[config.mk]
export PLATFORM = sky130hd
export DESIGN_NAME = xalu_muldiv
export DESIGN_NICKNAME = d
export VERILOG_FILES = /design/src/rtl/xalu_muldiv.sv
export SDC_FILE = /design/constraint.sdc
export NUM_CORES = 2
export LEC_CHECK = 0
export CORE_MARGIN = 2
export CORE_UTILIZATION = 43
export DETAILED_ROUTE_END_ITERATION = 12
export PLACE_DENSITY = 0.56
export SLEW_MARGIN = 20
export SYNTH_ARGS = -nofsm -noshare
export SYNTH_HDL_FRONTEND = slang
export SYNTH_SLANG_ARGS = --single-unit
[constraint.sdc]
create_clock -name clk -period 26 [get_ports clk]
set_input_delay 5.2 -clock clk [delete_from_list [all_inputs] [get_ports clk]]
set_output_delay 5.2 -clock clk [all_outputs]
set_load 0.05 [all_outputs]
[src/rtl/xalu_muldiv.sv]
// ---------------------------------------------------------------------------
// xalu_muldiv : multi-cycle multiply/divide unit for the execute stage.
//
// Owns the architectural HI/LO registers and the 32-bit MUL result register.
// MULT/MULTU/MUL take MULT_LATENCY busy cycles; DIV/DIVU use a radix-2
// restoring divider (32 iteration cycles + 1 sign-fix cycle). MTHI/MTLO
// write HI/LO directly on the accepting edge without going busy.
//
// Ports:
//   clk        system clock
//   reset      synchronous active-high reset (also aborts an in-flight op)
//   start      E-stage multiply-family instruction valid this cycle
//   op         0 MULT, 1 MULTU, 2 DIV, 3 DIVU, 4 MTHI, 5 MTLO, 6 MUL, 7 none
//   src_a      rs operand (dividend / multiplicand / MTHI-MTLO data)
//   src_b      rt operand (divisor / multiplier)
//   exp_flush  exception flush; cancels a start in the same cycle only
//   busy       operation in flight (to decode-stage stall logic)
//   done       one-cycle pulse after a multi-cycle op completes
//   hi, lo     HI / LO registers
//   mul_result low 32 bits of the last MUL product
// ---------------------------------------------------------------------------
module xalu_muldiv #(
    parameter int MULT_LATENCY = 4
) (
    input  logic        clk,
    input  logic        reset,
    input  logic        start,
    input  logic [2:0]  op,
    input  logic [31:0] src_a,
    input  logic [31:0] src_b,
    input  logic        exp_flush,
    output logic        busy,
    output logic        done,
    output logic [31:0] hi,
    output logic [31:0] lo,
    output logic [31:0] mul_result
);

    typedef enum logic [1:0] {
        S_IDLE     = 2'd0,
        S_MUL      = 2'd1,
        S_DIV_ITER = 2'd2,
        S_DIV_FIX  = 2'd3
    } state_t;

    state_t      state_q, state_d;
    logic [5:0]  cnt_q, cnt_d;
    logic        done_q, done_d;
    logic [31:0] hi_q, hi_d;
    logic [31:0] lo_q, lo_d;
    logic [31:0] mulres_q, mulres_d;

    // multiplier operands
    logic [31:0] a_q, a_d;
    logic [31:0] b_q, b_d;
    logic        mul_signed_q, mul_signed_d;
    logic        is_mul32_q, is_mul32_d;

    // divider state: quot_q starts as the dividend magnitude and is shifted
    // out MSB-first into the partial remainder while quotient bits shift in.
    logic [31:0] rem_q, rem_d;
    logic [31:0] quot_q, quot_d;
    logic [31:0] div_q, div_d;
    logic        neg_quot_q, neg_quot_d;
    logic        neg_rem_q, neg_rem_d;
    logic        div0_q, div0_d;

    logic [63:0] a_ext, b_ext, product;
    logic [32:0] shifted;
    logic        ge;
    logic        div_signed;

    // Low 64 bits of an unsigned multiply of sign/zero-extended operands equal
    // the two's complement product, so one multiplier serves both flavours.
    assign a_ext   = mul_signed_q ? {{32{a_q[31]}}, a_q} : {32'd0, a_q};
    assign b_ext   = mul_signed_q ? {{32{b_q[31]}}, b_q} : {32'd0, b_q};
    assign product = a_ext * b_ext;

    // Restoring step: the partial remainder is always < divisor, so after the
    // shift it fits in 33 bits and the subtraction result fits in 32.
    assign shifted = {rem_q, quot_q[31]};
    assign ge      = shifted >= {1'b0, div_q};

    assign div_signed = (op == 3'd2);

    always_comb begin
        state_d      = state_q;
        cnt_d        = cnt_q;
        done_d       = 1'b0;
        hi_d         = hi_q;
        lo_d         = lo_q;
        mulres_d     = mulres_q;
        a_d          = a_q;
        b_d          = b_q;
        mul_signed_d = mul_signed_q;
        is_mul32_d   = is_mul32_q;
        rem_d        = rem_q;
        quot_d       = quot_q;
        div_d        = div_q;
        neg_quot_d   = neg_quot_q;
        neg_rem_d    = neg_rem_q;
        div0_d       = div0_q;

        case (state_q)
            S_IDLE: begin
                if (start && !exp_flush) begin
                    case (op)
                        3'd0, 3'd1, 3'd6: begin
                            a_d          = src_a;
                            b_d          = src_b;
                            mul_signed_d = (op != 3'd1);
                            is_mul32_d   = (op == 3'd6);
                            cnt_d        = 6'(MULT_LATENCY);
                            state_d      = S_MUL;
                        end
                        3'd2, 3'd3: begin
                            neg_quot_d = div_signed & (src_a[31] ^ src_b[31]);
                            neg_rem_d  = div_signed & src_a[31];
                            quot_d     = (div_signed && src_a[31]) ? -src_a : src_a;
                            div_d      = (div_signed && src_b[31]) ? -src_b : src_b;
                            rem_d      = 32'd0;
                            div0_d     = (src_b == 32'd0);
                            cnt_d      = 6'd32;
                            state_d    = S_DIV_ITER;
                        end
                        3'd4:    hi_d = src_a;
                        3'd5:    lo_d = src_a;
                        default: ;  // reserved op: accepted, no effect
                    endcase
                end
            end
            S_MUL: begin
                if (cnt_q == 6'd1) begin
                    state_d = S_IDLE;
                    done_d  = 1'b1;
                    if (is_mul32_q)
                        mulres_d = product[31:0];
                    else
                        {hi_d, lo_d} = product;
                end else begin
                    cnt_d = cnt_q - 6'd1;
                end
            end
            S_DIV_ITER: begin
                if (ge) begin
                    rem_d  = shifted[31:0] - div_q;
                    quot_d = {quot_q[30:0], 1'b1};
                end else begin
                    rem_d  = shifted[31:0];
                    quot_d = {quot_q[30:0], 1'b0};
                end
                cnt_d = cnt_q - 6'd1;
                if (cnt_q == 6'd1)
                    state_d = S_DIV_FIX;
            end
            S_DIV_FIX: begin
                state_d = S_IDLE;
                done_d  = 1'b1;
                // divide by zero keeps the architectural HI/LO untouched
                if (!div0_q) begin
                    lo_d = neg_quot_q ? -quot_q : quot_q;
                    hi_d = neg_rem_q  ? -rem_q  : rem_q;
                end
            end
            default: state_d = S_IDLE;
        endcase
    end

    always_ff @(posedge clk) begin
        if (reset) begin
            state_q      <= S_IDLE;
            cnt_q        <= 6'd0;
            done_q       <= 1'b0;
            hi_q         <= 32'd0;
            lo_q         <= 32'd0;
            mulres_q     <= 32'd0;
            a_q          <= 32'd0;
            b_q          <= 32'd0;
            mul_signed_q <= 1'b0;
            is_mul32_q   <= 1'b0;
            rem_q        <= 32'd0;
            quot_q       <= 32'd0;
            div_q        <= 32'd0;
            neg_quot_q   <= 1'b0;
            neg_rem_q    <= 1'b0;
            div0_q       <= 1'b0;
        end else begin
            state_q      <= state_d;
            cnt_q        <= cnt_d;
            done_q       <= done_d;
            hi_q         <= hi_d;
            lo_q         <= lo_d;
            mulres_q     <= mulres_d;
            a_q          <= a_d;
            b_q          <= b_d;
            mul_signed_q <= mul_signed_d;
            is_mul32_q   <= is_mul32_d;
            rem_q        <= rem_d;
            quot_q       <= quot_d;
            div_q        <= div_d;
            neg_quot_q   <= neg_quot_d;
            neg_rem_q    <= neg_rem_d;
            div0_q       <= div0_d;
        end
    end

    assign busy       = (state_q != S_IDLE);
    assign done       = done_q;
    assign hi         = hi_q;
    assign lo         = lo_q;
    assign mul_result = mulres_q;

endmodule

==> summary.json <==
{
  "outcome": {"value": "finished, final reports clean"},
  "clk-insertion-delay-late": {"value": 570, "unit": "ps"},
  "setup_total_negative_slack": {"value": 0, "unit": "ps"},
  "holdCritPathClass": {"value": "reg2reg"},
  "gp_congestion": {"value": 0.9467},
  "core_area": {"value": 0.1461, "unit": "mm2"},
  "layout.core_utilization": {"value": 46.51, "unit": "%"},
  "synth.largest_area_cell": {"value": "fa_1"},
  "cts_resized": {"value": 0},
  "synth_top_cell_area_share": {"value": 44.82, "unit": "%"},
  "fp.dieArea": {"value": 0.1506, "unit": "mm2"},
  "syn_to_final_growth": {"value": 7.133, "unit": "%"},
  "nNetsFinal": {"value": 8956},
  "syn_avg_cell_area": {"value": 8.805, "unit": "um2"},
  "route.vias.total": {"value": 47970},
  "place.detailed.hpwl": {"value": 164400, "unit": "um"},
  "fill_cells": {"value": 14450},
  "slew_at_the_pin_closest_to_its_max_slew_limit": {"value": 1147, "unit": "ps"},
  "critical_path.max_fanout": {"value": 25},
  "post-route-worst-setup-slack": {"value": 15410, "unit": "ps"},
  "worstSetupEndpointType": {"value": "register"},
  "buffer_count_from_post_cts_setup_fixing": {"value": 0},
  "asyncSetResetFlopFracSynth": {"value": 0, "unit": "%"},
  "worst_path_largest_cell_delay": {"value": 920, "unit": "ps"},
  "routedWlPerCell": {"value": 22.33, "unit": "um"},
  "grt_pass1_vias": {"value": 50790},
  "timing.critical_path.required": {"value": 26450, "unit": "ps"},
  "power-per-cell-area": {"value": 29.74, "unit": "mW/mm2"},
  "layout_worst_path_cycle_share": {"value": 40.71, "unit": "%"},
  "synth-main-ff-cell": {"value": "dfxtp_1"},
  "grtUsageTotal": {"value": 27.41, "unit": "%"},
  "post-place-ws": {"value": 15530, "unit": "ps"},
  "synth_seq_cells": {"value": 270},
  "post-route-min-period": {"value": 10590, "unit": "ps"},
  "critical_path.reg2reg.endpoint": {"value": "hi[29]$_SDFFE_PP0P_"},
  "drc_errors": {"value": 0},
  "die_h": {"value": 388.1, "unit": "um"},
  "endpoint": {"value": "hi[29]$_SDFFE_PP0P_"},
  "final.setup_skew": {"value": 42.49, "unit": "ps"},
  "tritoncts": {"value": "yes"},
  "initial_core_util": {"value": 43.41, "unit": "%"},
  "startpoint_type": {"value": "register"},
  "die_w": {"value": 388.1, "unit": "um"},
  "max_cap_viols": {"value": 0},
  "relSlewSlack": {"value": 23.03, "unit": "%"},
  "post_synth_instance_area": {"value": 0.06342, "unit": "mm2"},
  "irDropWorstVdd": {"value": 0.05781, "unit": "mV"},
  "avgViaCountPerCell": {"value": 5.297},
  "cpMaxStageDelayCell": {"value": "fa_1"},
  "drt_first_iter_violations": {"value": 3612},
  "layout.cells.most_common_list": {"value": "1625 x inv_1, 1420 x fa_1, 987 x nand2_1"},
  "crit_type": {"value": "reg2reg"},
  "number_of_buffers_inserted_during_clock_tree_synthesis": {"value": 34},
  "min_from": {"value": "b_q[26]$_SDFFE_PP0P_"},
  "r2r-start": {"value": "mul_signed_q$_SDFFE_PP0P_"},
  "cts_buffer_depth": {"value": 3},
  "post_synth_edffs": {"value": 0},
  "placed_cell_area": {"value": 0.06683, "unit": "mm2"},
  "share_of_layout_cells_above_drive_strength_1": {"value": 2.803, "unit": "%"},
  "r2r_setup_slack": {"value": 15410, "unit": "ps"},
  "clkSlewWorstSetupHoldPaths": {"value": 60, "unit": "ps"},
  "ff2ff_path_depth": {"value": 29},
  "timing_hold_violations_final": {"value": 0},
  "antenna_violations_before_repair": {"value": 4},
  "synth_cell_type_count": {"value": 81},
  "clockRootBuffer": {"value": "clkbuf_16"},
  "yosys_warnings": {"value": 0},
  "synth_top_cells_by_area": {"value": "fa_1 45%, inv_1 9.6%, dfxtp_1 8.5%"},
  "finalInstanceArea": {"value": 0.06795, "unit": "mm2"},
  "cts-htree-levels": {"value": 2},
  "grt_remaining_overflow": {"value": 0},
  "tritoncts_num_sinks": {"value": 270},
  "critical_path.most_common_cell": {"value": "fa_1"},
  "portbufs": {"value": 168},
  "synth_seq_area_share": {"value": 8.522, "unit": "%"},
  "final_setup_violations": {"value": 0},
  "post_synth_inst_count": {"value": 7203},
  "clock.fmax": {"value": 0.09447, "unit": "GHz"},
  "grt_start_max_net_pins": {"value": 97},
  "timing.critical_path.arrival": {"value": 11030, "unit": "ps"},
  "floorplan.io_pins": {"value": 169},
  "row_count": {"value": 140},
  "grt_setup_unrepaired": {"value": "false"},
  "leakage": {"value": 32.73, "unit": "nW"},
  "layout_commonest_cell": {"value": "inv_1"},
  "grt_first_pass_wirelength": {"value": 313900, "unit": "um"},
  "net_count_synth": {"value": 9045},
  "final_max_slew_viol_count": {"value": 0},
  "drt_wirelength": {"value": 202200, "unit": "um"},
  "detailed_router_iteration_count_before_antenna_repair": {"value": 6},
  "post_cts_hold_buffer_count": {"value": 0},
  "launching_instance_or_port_of_the_critical_path": {"value": "mul_signed_q$_SDFFE_PP0P_"},
  "final_antenna_net_count": {"value": 0}
}
[critical path, delay by kind of cell, from the launching register on]
kind / cells / cell delay (ps)
fa+ha+maj: 11 / 5820
simple gates: 6 / 1710
buf+inv: 9 / 1520
compound gates: 3 / 1100
flops: 1 / 310
[metal layers]
metal / wire [um] / track usage, %
met2: 96000 / 45.37
met1: 86550 / 37.59
met4: 8505 / 9.480
met3: 11150 / 2.735
met5: 13 / 0
[registers in the layout, summed over array words and instances (netlist names), 2 cells and up]
| name | cells |
|---|---|
| a_q | 32 |
| b_q | 32 |
| div_q | 32 |
| hi | 32 |
| lo | 32 |
| mul_result | 32 |
| quot_q | 32 |
| rem_q | 32 |
| cnt_q | 6 |
| state_q | 2 |
[cell usage after synthesis (38+ instances only)]
library cell / n
a211oi_1: 56
a21o_1: 51
a21oi_1: 270
a311oi_1: 38
and2_1: 597
clkbuf_1: 359
dfxtp_1: 270
fa_1: 1420
ha_1: 351
inv_1: 1625
nand2_1: 988
nand3_1: 39
nor2_1: 203
nor3_1: 44
o21ai_0: 168
xnor2_1: 194
xor2_1: 55
[metrics by stage]
stage          cells  power, mW  hold slack [ps]
4_1_cts         9053      2.019            453.8
3_3_place_gp    8995      1.514            440.2
2_1_floorplan   7203      1.164            431.6
6_report        9056      2.021            452.4
3_5_place_dp    8995      1.519            445.3
5_1_grt         9053      2.122            466.6
[worst min-delay path by stage]
stage	end	slack, ps	cells after the start
floorplan	cnt_q[4]$_SDFFE_PP0P_	430	2
global placement	b_q[24]$_SDFFE_PP0P_	440	2
detailed placement	mul_result[14]$_SDFFE_PP0P_	450	2
CTS	mul_result[14]$_SDFFE_PP0P_	450	2
global route	mul_result[14]$_SDFFE_PP0P_	470	2
finish	b_q[26]$_SDFFE_PP0P_	450	2
[final cells by class]
cell class | count | area (um2) | share of cell area, %
multi-input cells | 4926 | 50560 | 74.41
clock inverters | 14 | 177.7 | 0.2615
inverters | 1625 | 6100 | 8.977
clock buffers | 44 | 928.4 | 1.366
well taps | 1917 | 2399 | 3.530
repair buffers | 257 | 2354 | 3.464
diodes | 3 | 7.507 | 0.01105
flip-flops and latches | 270 | 5421 | 7.979
[cells by family (layout without fill, tap and decap cells)]
| group | after synthesis | count (layout) | share of synthesized area, % |
|---|---|---|---|
| AOI/OAI and AO/OA | 824 | 824 | 8.372 |
| xor gates and xnor gates | 249 | 249 | 3.438 |
| adders and majority gates | 1774 | 1774 | 51.79 |
| buffers and inverters | 2007 | 1940 | 11.89 |
| DFF | 270 | 270 | 8.522 |
| muxes | 27 | 27 | 0.4320 |
| other | 0 | 3 | 0 |
| and+or+nand+nor | 2052 | 2052 | 15.55 |
[report_power, final]
group / total, mW / switching [mW] / internal, mW
clock: 0.497 / 0.213 / 0.284
combinational: 0.996 / 0.679 / 0.317
sequential: 0.528 / 0.0642 / 0.464
total: 2.02 / 0.956 / 1.06
Note: power is estimated with default switching activity, not from simulation.
